## config.mk

```make
export PLATFORM = sky130hd
export DESIGN_NAME = lsu_ctrl
export DESIGN_NICKNAME = d
export VERILOG_FILES = /design/src/rtl/lsu_ctrl.sv
export SDC_FILE = /design/constraint.sdc
export NUM_CORES = 1
export LEC_CHECK = 0
export ABC_CLOCK_PERIOD_IN_PS = 4900
export CAP_MARGIN = 0
export CELL_PAD_IN_SITES_DETAIL_PLACEMENT = 1
export CELL_PAD_IN_SITES_GLOBAL_PLACEMENT = 1
export CORE_MARGIN = 1.5
export CORE_UTILIZATION = 31
export CTS_CLUSTER_SIZE = 10
export DETAILED_ROUTE_END_ITERATION = 8
export PLACE_DENSITY = 0.88
export SLEW_MARGIN = 10
export SYNTH_ARGS = -nofsm -noshare
export SYNTH_HDL_FRONTEND = slang
export SYNTH_SLANG_ARGS = --single-unit
export TNS_END_PERCENT = 5
```

## constraint.sdc

```tcl
create_clock -name clk -period 4.9 [get_ports clk]
set_input_delay 0.98 -clock clk [delete_from_list [all_inputs] [get_ports clk]]
set_output_delay 0.98 -clock clk [all_outputs]
set_load 0.03 [all_outputs]
```

## src/rtl/lsu_ctrl.sv

```systemverilog
// Load/store sequencing stage: accepts one request, checks alignment and funct3,
// sequences the registered-read data memory and returns a load result or fault.
module lsu_ctrl #(
  parameter int ADDRESS_WIDTH = 32,
  parameter int DATA_WIDTH    = 32,
  parameter int TAG_WIDTH     = 5
) (
  input  logic                     clk,
  input  logic                     rst_n,
  input  logic                     req_valid,
  output logic                     req_ready,
  input  logic                     req_is_store,
  input  logic [2:0]               req_funct3,
  input  logic [ADDRESS_WIDTH-1:0] req_addr,
  input  logic [DATA_WIDTH-1:0]    req_wdata,
  input  logic [TAG_WIDTH-1:0]     req_tag,
  input  logic                     flush,
  output logic [ADDRESS_WIDTH-1:0] mem_address,
  output logic [DATA_WIDTH-1:0]    mem_write_data,
  output logic [2:0]               mem_control,
  output logic                     mem_write_enable,
  input  logic [DATA_WIDTH-1:0]    mem_read_data,
  output logic                     resp_valid,
  input  logic                     resp_ready,
  output logic [DATA_WIDTH-1:0]    resp_rdata,
  output logic [TAG_WIDTH-1:0]     resp_tag,
  output logic                     resp_fault
);

  typedef enum logic [2:0] {
    S_IDLE  = 3'd0,
    S_ADDR  = 3'd1,
    S_DATA  = 3'd2,
    S_WRITE = 3'd3,
    S_RESP  = 3'd4
  } state_e;

  state_e                   state_q, state_d;
  logic [ADDRESS_WIDTH-1:0] addr_q, addr_d;
  logic [DATA_WIDTH-1:0]    wdata_q, wdata_d;
  logic [2:0]               funct3_q, funct3_d;
  logic [TAG_WIDTH-1:0]     tag_q, tag_d;
  logic                     is_store_q, is_store_d;
  logic [DATA_WIDTH-1:0]    rdata_q, rdata_d;
  logic                     fault_q, fault_d;
  logic                     accept_fault_s;

  // Unsigned loads only exist for byte/half; 011/110/111 are reserved encodings.
  function automatic logic access_fault(input logic is_store, input logic [2:0] f3,
                                        input logic [1:0] lsb);
    logic f;
    case (f3)
      3'b000:  f = 1'b0;
      3'b001:  f = lsb[0];
      3'b010:  f = (lsb != 2'b00);
      3'b100:  f = is_store;
      3'b101:  f = is_store | lsb[0];
      default: f = 1'b1;
    endcase
    return f;
  endfunction

  assign accept_fault_s = access_fault(req_is_store, req_funct3, req_addr[1:0]);

  // Next-state and captured-field update.
  always_comb begin
    state_d    = state_q;
    addr_d     = addr_q;
    wdata_d    = wdata_q;
    funct3_d   = funct3_q;
    tag_d      = tag_q;
    is_store_d = is_store_q;
    rdata_d    = rdata_q;
    fault_d    = fault_q;
    case (state_q)
      S_IDLE: begin
        if (req_valid) begin
          addr_d     = req_addr;
          wdata_d    = req_wdata;
          funct3_d   = req_funct3;
          tag_d      = req_tag;
          is_store_d = req_is_store;
          rdata_d    = '0;
          fault_d    = accept_fault_s;
          state_d    = accept_fault_s ? S_RESP : S_ADDR;
        end else begin
          state_d = S_IDLE;
        end
      end
      S_ADDR: begin
        if (is_store_q) begin
          state_d = S_WRITE;
        end else if (flush) begin
          state_d = S_IDLE;
        end else begin
          state_d = S_DATA;
        end
      end
      S_DATA: begin
        if (flush) begin
          state_d = S_IDLE;
        end else begin
          rdata_d = mem_read_data;
          state_d = S_RESP;
        end
      end
      S_WRITE: state_d = S_RESP;
      S_RESP: begin
        if (resp_ready) begin
          state_d = S_IDLE;
        end else begin
          state_d = S_RESP;
        end
      end
      default: state_d = S_IDLE;
    endcase
  end

  // State and request registers.
  always_ff @(posedge clk or negedge rst_n) begin
    if (!rst_n) begin
      state_q    <= S_IDLE;
      addr_q     <= '0;
      wdata_q    <= '0;
      funct3_q   <= 3'b000;
      tag_q      <= '0;
      is_store_q <= 1'b0;
      rdata_q    <= '0;
      fault_q    <= 1'b0;
    end else begin
      state_q    <= state_d;
      addr_q     <= addr_d;
      wdata_q    <= wdata_d;
      funct3_q   <= funct3_d;
      tag_q      <= tag_d;
      is_store_q <= is_store_d;
      rdata_q    <= rdata_d;
      fault_q    <= fault_d;
    end
  end

  assign req_ready        = (state_q == S_IDLE);
  assign resp_valid       = (state_q == S_RESP);
  assign mem_write_enable = (state_q == S_WRITE);
  assign mem_address      = addr_q;
  assign mem_write_data   = wdata_q;
  assign mem_control      = funct3_q;
  assign resp_rdata       = rdata_q;
  assign resp_tag         = tag_q;
  assign resp_fault       = fault_q;

endmodule
```

==> results.toml, run 1 <==
[status]
run_status = "finished clean"

[yosys]
post_synth_fa_ha_maj_area_fraction_pct = 0
yosys_most_used_dff = "dfrtp_1"
synth_xor_area_share_pct = 0
syn_nets = 585
synth.avg_cell_area_sq_um = 9.22
muxShareOfSynthArea_pct = 7.31
synth_edf_count = 0
syn-cell-area_sq_um = 4380
ys_ff_latch = 109
post_synth_main_area_contributors = "dfrtp_1, nand2_1, mux2i_1"
share_of_synthesized_area_occupied_by_flip_flops_and_latches_pct = 62.3
yosys.area.top_type = "dfrtp_1"
synth_compound_gate_area_share_pct = 1.14
synth_simple_gate_area_share_pct = 23.7
main_combinational_cell_family_by_area_after_synthesis = "simple AND/OR/NAND/NOR gates"
yosys.cell_types.count = 19
synthesis.yosys.warnings = 0
area_fraction_of_the_dominant_cell_type_after_synthesis_pct = 62.3
syn_inst = 475
synth_async_sr_flop_share_pct = 100

[global_route]
largest_net_degree_at_the_start_of_global_routing = 75
antenna_found_initial = 0
grt_pass1_vias = 4369
grt_first_pass_wirelength_microns = 21900
track_usage_pct = 19.1
gr-total-overflow = 0

[detailed_routing]
drt_iter0_drc = 131
vias = 3933
route.detailed.drc = 0
drtPass1Iterations = 4
ant_nets = 0
post_drt_via_cell_ratio = 4.53
routedWlPerCell_microns = 15.9
routed_wirelength_microns = 13800

[clocking]
cts_root_buffer = "clkbuf_16"
tritoncts = "built"
cts_made_buffers = 9
worst_setup_hold_path_clk_slew_ps = 70
max-clock-path-buffers = 2
post_cts_resize_count = 0
cts.repair_timing.setup_buffer_count = 0
worst_skew_pair.late_latency_ps = 340
cts-hold-fix-buffers = 0
cts_num_sinks = 109
cts_htree_levels = 3

[sta]
setup-tns-final_ps = 0
period_minus_slack_ps = 2890
slew_viols_final = 0
fmaxAchievable_ghz = 0.346
largest_clock_skew_in_the_final_design_ps = 5.46
tightestPinTransition_ps = 922
setup_ws_ps = 2010
final_clock_period_utilization_by_the_worst_path_pct = 59.0
finalHoldViolations = 0
relative_slew_slack_pct = 38.5
rsz0062_at_grt = "no"
finalSetupViolations = 0

[setup_path]
critPathCaptureType = "output port"
cp_data_arrival_time_ps = 1910
critical_path_required_ps = 3920
crit_path_start_kind = "register"
criticalPathCategory = "register to output port"
critPathMaxFanout = 8

[placed_design]
dp_hpwl_microns = 10500
placed_area_sq_um = 6730
place.gp.congestion = 0.742
setup_slack_at_placement_ps = 1700
port-buffer-count = 217

[floorplan]
die_width_microns = 122
placementRows = 43
io_pins = 218
dieHeight_microns = 122
design.core.area_sq_um = 13800
fp.dieArea_sq_um = 14900
floorplan.initialDensity_pct = 31.7

[pwr]
cell_area_power_density_nw_per_um2 = 617
p_leak_nw = 3.26
report.power.total_w = 0.00433
max-vdd-ir-drop_mv = 0.339

[min_path]
worstHoldPathType = "register to register"

[finish]
post_route_cells_drive_above_1_share_pct = 3.48
num-nets-final = 794
layout.cell_area.non_filler_sq_um = 7020
area_growth_syn_to_layout_pct = 60.2
insertedDiodeCount = 0

[run]
cap_viol_max_count = 0
==> area by class of cell <==
type                    instances  area [sq um]
fillers                      1618          6810
clock buffers                  16           292
flip-flops and latches        109          2730
repair buffers                223          2210
multi-input cells             306          1430
inverters                      35           131
well taps                     180           225
==> state kept, by name, indices dropped and copies added, names as in the netlist <==
| register | cells |
|---|---|
| mem_control | 3 |
| resp_fault | 1 |
| is_store_q | 1 |
| resp_tag | 5 |
| mem_write_data | 32 |
| mem_address | 32 |
| state_q | 3 |
| resp_rdata | 32 |
==> critical path, stage by stage, from the launching register on <==
cell and delay (ps):
dfrtp_1 500, nand2b_1 220, nor2_1 130, clkdlybuf4s50_1 730
==> cells in the final DEF (no fill, tap or decap), types with 2 or more instances in the layout <==
cell | synthesis | routed
nand2b_1 | 3 | 3
inv_1 | 35 | 35
clkbuf_8 | 0 | 4
clkbuf_16 | 0 | 9
nor2_1 | 5 | 5
buf_4 | 0 | 7
o21ai_0 | 2 | 2
dfrtp_1 | 109 | 109
clkdlybuf4s50_1 | 0 | 216
nand2_1 | 254 | 254
clkbuf_1 | 9 | 3
mux2i_1 | 32 | 32
==> synthesized netlist by cell type, types with 2 or more instances <==
library cell,n
buf_2,16
dfrtp_1,109
o21ai_0,2
nand2_1,254
inv_1,35
nor2_1,5
clkbuf_1,9
mux2i_1,32
nand2b_1,3
==> routing by layer <==
metal  GRT usage, %  part of all wire, %  up-vias
li1               -                    -     1848
met1           21.5                   39     1931
met2           34.4                   52      133
met3           5.06                  6.8       21
met4           7.06                  2.3        0
met5              0                    0        -
==> final timing paths <==
| path | start | end | slack, ps | cells past startpoint |
|---|---|---|---|---|
| max in group asynchronous | rst_n | mem_address[3]$_DFFE_PN0P_ | 3120 | 2 |
| max | state_q[2]$_DFF_PN0_ | mem_write_enable | 2010 | 3 |
| min in group asynchronous | rst_n | resp_rdata[11]$_DFFE_PN0P_ | 770 | 1 |
| max reg2reg | state_q[2]$_DFF_PN0_ | mem_write_data[24]$_DFFE_PN0P_ | 2620 | 4 |
| min | mem_write_data[21]$_DFFE_PN0P_ | mem_write_data[21]$_DFFE_PN0P_ | 480 | 2 |
| min reg2reg | mem_write_data[21]$_DFFE_PN0P_ | mem_write_data[21]$_DFFE_PN0P_ | 480 | 2 |
==> report_power, final <==
group / total [W] / switching (W) / leakage [nW] / internal, W
Combinational: 0.00216 / 0.00130 / 1.72 / 0.000860
Sequential: 0.00146 / 0.000225 / 1.40 / 0.00124
Clock: 0.000706 / 0.000304 / 0.143 / 0.000402
==> kinds of logic (layout without fill, tap and decap cells) <==
kind of cell | Yosys count | count (layout)
AOI/OAI and AO/OA | 6 | 6
buffers and inverters | 60 | 274
muxes | 32 | 32
and+or+nand+nor | 268 | 268
DFF | 109 | 109
==> stage by stage <==
step	hold WS, ps	util [%]	instances
after floorplan	463	-	475
after global placement	458	48.6	853
after detailed placement	467	48.6	853
after CTS	484	50.7	869
after global routing	501	50.7	869
final	478	50.7	869
Power figures use the tool's default switching activity.
==> run 2: changes to the inputs <==
--- a/config.mk
+++ b/config.mk
@@ -5,15 +5,15 @@
 export SDC_FILE = /design/constraint.sdc
 export NUM_CORES = 1
 export LEC_CHECK = 0
-export ABC_CLOCK_PERIOD_IN_PS = 4900
+export ABC_CLOCK_PERIOD_IN_PS = 2600
 export CAP_MARGIN = 0
 export CELL_PAD_IN_SITES_DETAIL_PLACEMENT = 1
 export CELL_PAD_IN_SITES_GLOBAL_PLACEMENT = 1
 export CORE_MARGIN = 1.5
-export CORE_UTILIZATION = 31
+export CORE_UTILIZATION = 26
 export CTS_CLUSTER_SIZE = 10
 export DETAILED_ROUTE_END_ITERATION = 8
-export PLACE_DENSITY = 0.88
+export PLACE_DENSITY = 0.79
 export SLEW_MARGIN = 10
 export SYNTH_ARGS = -nofsm -noshare
 export SYNTH_HDL_FRONTEND = slang
==> constraint.sdc (replaced) <==
create_clock -name clk -period 2.6 [get_ports clk]
set_input_delay 0.52 -clock clk [delete_from_list [all_inputs] [get_ports clk]]
set_output_delay 0.52 -clock clk [all_outputs]
set_load 0.03 [all_outputs]
==> run 2 against run 1 <==
Effect of this change:
- global-route usage is 2.9 points lower
- non-clock buffer count increased by 2
- utilization decreased by 7.6 points
- cell area grew 1.5%
- critical path type unchanged
- largest cell class unchanged
- largest power group unchanged
- highest routed layer unchanged
==> results.toml, run 2 (same netlist as run 1, synthesis figures left out) <==
[status]
run_status = "finished clean"

[global_route]
antenna_found_initial = 0
grt_pass1_vias = 4458
gr-total-overflow = 0
track_usage_pct = 16.1
largest_net_degree_at_the_start_of_global_routing = 76
grt_first_pass_wirelength_microns = 22500

[placed_design]
port-buffer-count = 217
place.gp.congestion = 0.791
dp_hpwl_microns = 10300
setup_slack_at_placement_ps = 305

[detailed_routing]
vias = 3921
routedWlPerCell_microns = 15.1
ant_nets = 0
drtPass1Iterations = 4
routed_wirelength_microns = 13800
route.detailed.drc = 0
drt_iter0_drc = 83
post_drt_via_cell_ratio = 4.30

[setup_path]
critPathMaxFanout = 8
critical_path_buffers_and_inverters = 1
critPathCaptureType = "output port"
slowest_stage = "clkdlybuf4s50_1"
cp_data_arrival_time_ps = 1870
path_delay_family = "buffers and inverters"
cp_cell_sequence = "nand2b_1 -> nor2_1 -> clkdlybuf4s50_1"
crit_path_start_kind = "register"
reg2reg_slack_ps = 720
critical_path_required_ps = 2080
max_stage_delay_ps = 690
criticalPathCategory = "register to output port"

[clocking]
post_cts_resize_count = 0
max-clock-path-buffers = 2
tritoncts = "built"
cts.repair_timing.setup_buffer_count = 0
worst_skew_pair.late_latency_ps = 350
worst_setup_hold_path_clk_slew_ps = 80
cts_made_buffers = 9
cts-hold-fix-buffers = 0
cts_root_buffer = "clkbuf_16"
cts_htree_levels = 3
cts_num_sinks = 109

[sta]
setup-tns-final_ps = 0
finalHoldViolations = 0
fmaxAchievable_ghz = 0.419
relative_slew_slack_pct = 63.5
rsz0062_at_grt = "no"
period_minus_slack_ps = 2390
slew_viols_final = 0
finalSetupViolations = 0
final_clock_period_utilization_by_the_worst_path_pct = 91.8
largest_clock_skew_in_the_final_design_ps = 9.65
setup_ws_ps = 213
tightestPinTransition_ps = 548

[pwr]
cell_area_power_density_nw_per_um2 = 1150
p_leak_nw = 3.27
report.power.total_w = 0.00819
max-vdd-ir-drop_mv = 0.735

[finish]
area_growth_syn_to_layout_pct = 62.6
insertedDiodeCount = 0
post_route_cells_drive_above_1_share_pct = 4.20
num-nets-final = 796
mostFrequentLayoutCells = "nand2_1, clkdlybuf4s50_1, dfrtp_1"
layout_commonest_cell = "nand2_1"
number_of_inserted_filler_cells_in_the_final_layout = 1863

[floorplan]
design.core.area_sq_um = 16500
floorplan.initialDensity_pct = 26.5
io_pins = 218
die_width_microns = 133
placementRows = 47
dieHeight_microns = 133
fp.dieArea_sq_um = 17600

[run]
cap_viol_max_count = 0

[min_path]
worstHoldPathType = "input pin to asynchronous set/reset pin"
[run 2: cell types whose count changed in the layout (fill, tap and decap cells not counted), sizes merged]
cell and change:
clkinvlp +2, clkinv +2, buf +2, inv +3, clkbuf -7
[run 2: cell type report]
type / count / area, sq um / share of cell area, %
timing repair buffer: 225 / 2280 / 32.0
sequential: 109 / 2730 / 38.3
clock buffer: 9 / 225 / 3.16
tap: 220 / 275 / 3.86
multi-input combinational: 306 / 1430 / 20.0
clock inverter: 7 / 57.6 / 0.808
inverter: 35 / 131 / 1.84
[run 2: final timing paths]
check,from,end,cells past startpoint
max in group asynchronous,rst_n,mem_write_data[21]$_DFFE_PN0P_,2
min,rst_n,resp_rdata[1]$_DFFE_PN0P_,1
min in group clk,mem_address[14]$_DFFE_PN0P_,mem_address[14]$_DFFE_PN0P_,2
min reg2reg,mem_address[14]$_DFFE_PN0P_,mem_address[14]$_DFFE_PN0P_,2
max reg2reg,state_q[2]$_DFF_PN0_,state_q[2]$_DFF_PN0_,3
max,state_q[2]$_DFF_PN0_,mem_write_enable,3
[run 2: layer usage]
metal	GRT usage, %	up-vias	wire length (microns)
met4	4.64	0	150
met1	18.4	1915	5660
met3	4.94	11	1020
li1	-	1860	-
met5	0	-	0
met2	29.0	135	6950
[run 2: per-stage QoR]
stage                     instances  utilization, %  instance area, sq um  hold slack [ps]
after floorplan                 475               -                  4380              224
after global placement          895            41.4                  6840              457
after detailed placement        895            41.4                  6840              467
after CTS                       911            43.1                  7120              153
after global routing            911            43.1                  7120              166
final                           911            43.1                  7120              142
[run 2: worst register-to-register path, cell delays in order, from the launching register on]
cell and delay, ps:
dfrtp_1 500, or4b_2 780, or3b_1 440, o221ai_1 90
[run 2: where the power goes]
part           internal [W]  switching (W)
Clock              0.000665       0.000656
Sequential          0.00233       0.000385
Combinational       0.00167        0.00249
==> run 3: changes to the inputs <==
--- a/config.mk
+++ b/config.mk
@@ -13,6 +13,8 @@
 export CORE_UTILIZATION = 26
 export CTS_CLUSTER_SIZE = 10
 export DETAILED_ROUTE_END_ITERATION = 8
+export GPL_ROUTABILITY_DRIVEN = 0
+export GPL_TIMING_DRIVEN = 0
 export PLACE_DENSITY = 0.79
 export SLEW_MARGIN = 10
 export SYNTH_ARGS = -nofsm -noshare
==> run 3 against run 2 <==
Effect of this change:
- fmax is 0.14% lower
- worst hold slack worse by 28 ps
- utilization is 0.25 points higher
- cell area is 0.58% higher
==> results.toml, run 3 (same netlist as run 1, synthesis figures left out) <==
[clocking]
tritoncts = "built"
cts_root_buffer = "clkbuf_16"
cts.repair_timing.setup_buffer_count = 0
worst_skew_pair.late_latency_ps = 340
cts_made_buffers = 9
post_cts_resize_count = 0
cts_htree_levels = 3
cts-hold-fix-buffers = 0
worst_setup_hold_path_clk_slew_ps = 70
max-clock-path-buffers = 2
cts_num_sinks = 109

[setup_path]
cp_data_arrival_time_ps = 1870
path_delay_family = "buffers and inverters"
criticalPathCategory = "register to output port"
critPathMaxFanout = 9
critical_path_buffers_and_inverters = 3
max_stage_delay_ps = 690
r2r_end = "resp_rdata[22]$_DFFE_PN0P_"
crit_path_start_kind = "register"
slowest_stage = "clkdlybuf4s50_1"
reg2reg_slack_ps = 550
worstReg2RegStart = "state_q[0]$_DFF_PN0_"
critical_path_required_ps = 2080
worst-r2r-cell-count = 5
cp_cell_sequence = "clkbuf_1 -> inv_1 -> nor2_1 -> clkdlybuf4s50_1"
critPathCaptureType = "output port"

[pwr]
p_leak_nw = 3.32
cellInternalPower_w = 0.00483
switching_share_of_total_power_pct = 41.9
power_frac_seq_pct = 32.1
max-vdd-ir-drop_mv = 0.545
p_comb_share_pct = 50.4
p_clk_share_pct = 17.5
cell_area_power_density_nw_per_um2 = 1160
power.switching_w = 0.00349

[floorplan]
dieHeight_microns = 133
io_pins = 218
fp.dieArea_sq_um = 17600
design.core.area_sq_um = 16500
die_width_microns = 133
floorplan.initialDensity_pct = 26.5
placementRows = 47

[finish]
final_standard_cell_utilization_of_the_core_pct = 43.4
num-nets-final = 814
ff_latch_area_sq_um = 2730
number_of_inserted_filler_cells_in_the_final_layout = 1886
post_route_cells_drive_above_1_share_pct = 4.65
area_growth_syn_to_layout_pct = 63.6
insertedDiodeCount = 0
mostFrequentLayoutCells = "nand2_1, clkdlybuf4s50_1, dfrtp_1"
multi_input_comb_area_sq_um = 1410
layout.cell_area.non_filler_sq_um = 7160
layout_commonest_cell = "nand2_1"

[sta]
final_clock_period_utilization_by_the_worst_path_pct = 91.9
slew_viols_final = 0
finalHoldViolations = 0
setup_ws_ps = 209
period_minus_slack_ps = 2390
setup-tns-final_ps = 0
rsz0062_at_grt = "no"
fmaxAchievable_ghz = 0.418
largest_clock_skew_in_the_final_design_ps = 5.64
finalSetupViolations = 0
relative_slew_slack_pct = 44.9
tightestPinTransition_ps = 825

[placed_design]
setup_slack_at_placement_ps = 145
port-buffer-count = 217
dp_hpwl_microns = 11000
placed_area_sq_um = 6860

[detailed_routing]
drtPass1Iterations = 4
ant_nets = 0
route.detailed.drc = 0
vias = 3997
drt_iter0_drc = 89
routedWlPerCell_microns = 15.2
post_drt_via_cell_ratio = 4.30
routed_wirelength_microns = 14200

[status]
run_status = "finished clean"

[global_route]
grt_first_pass_wirelength_microns = 22800
largest_net_degree_at_the_start_of_global_routing = 59
grt.met1_usage_pct = 18.0
gr-total-overflow = 0
grt_met3_usage_pct = 5.33
track_usage_pct = 16.5
met2_track_demand_over_resource_pct = 29.9
antenna_found_initial = 0
grt_most_used_layer = "met2"
grt_pass1_vias = 4437

[run]
cap_viol_max_count = 0

[min_path]
worstHoldPathType = "input pin to asynchronous set/reset pin"
run 3: worst register-to-register path: cells and delay by family, from the launching register on:
family	cells	cell delay, ps
multiplexers	1	180
buffers and inverters	2	600
AND/OR/NAND/NOR	2	830
flip-flops	1	360
run 3: layout make-up:
class,instances,area share [%]
Buffer,25,1.59
Tap cell,220,3.84
Sequential cell,109,38.1
Multi-Input combinational cell,306,19.6
Timing Repair Buffer,218,30.7
Inverter,35,1.83
Clock buffer,11,3.25
Clock inverter,5,1.05
run 3: through the flow:
step / hold slack, ps / total power [W] / instances
final: 114 / 0.00832 / 929
after global routing: 144 / 0.00884 / 929
after CTS: 127 / 0.00847 / 929
after detailed placement: 465 / 0.00697 / 913
after global placement: 457 / 0.00681 / 912
after floorplan: 224 / 0.00501 / 475
run 3: worst max path at each step:
stage               slack, ps                 start                              to  depth (start not counted)
floorplan                 890  state_q[2]$_DFF_PN0_                       req_ready                          2
detailed placement        140             req_valid     mem_address[16]$_DFFE_PN0P_                          6
global route               60  state_q[0]$_DFF_PN0_                mem_write_enable                          4
CTS                       170  state_q[0]$_DFF_PN0_                mem_write_enable                          4
finish                    210  state_q[0]$_DFF_PN0_                mem_write_enable                          4
global placement        -3220                 rst_n  mem_write_data[29]$_DFFE_PN0P_                          1
run 3: per-layer routing:
| metal | share of wire, % | up-vias | wire length (microns) |
|---|---|---|---|
| li1 | - | 1893 | - |
| met1 | 40 | 1944 | 5630 |
| met2 | 51 | 145 | 7200 |
| met3 | 7.8 | 15 | 1110 |
| met4 | 1.7 | 0 | 234 |
| met5 | 0 | - | 0 |
run 3: power by group through the flow:
stage | combinational (W) | sequential, W | clock [W]
2_1_floorplan | 0.00112 | 0.00389 | 0
3_3_place_gp | 0.00414 | 0.00267 | 0
3_5_place_dp | 0.00426 | 0.00271 | 0
4_1_cts | 0.00428 | 0.00268 | 0.00150
5_1_grt | 0.00452 | 0.00276 | 0.00157
6_report | 0.00420 | 0.00267 | 0.00145
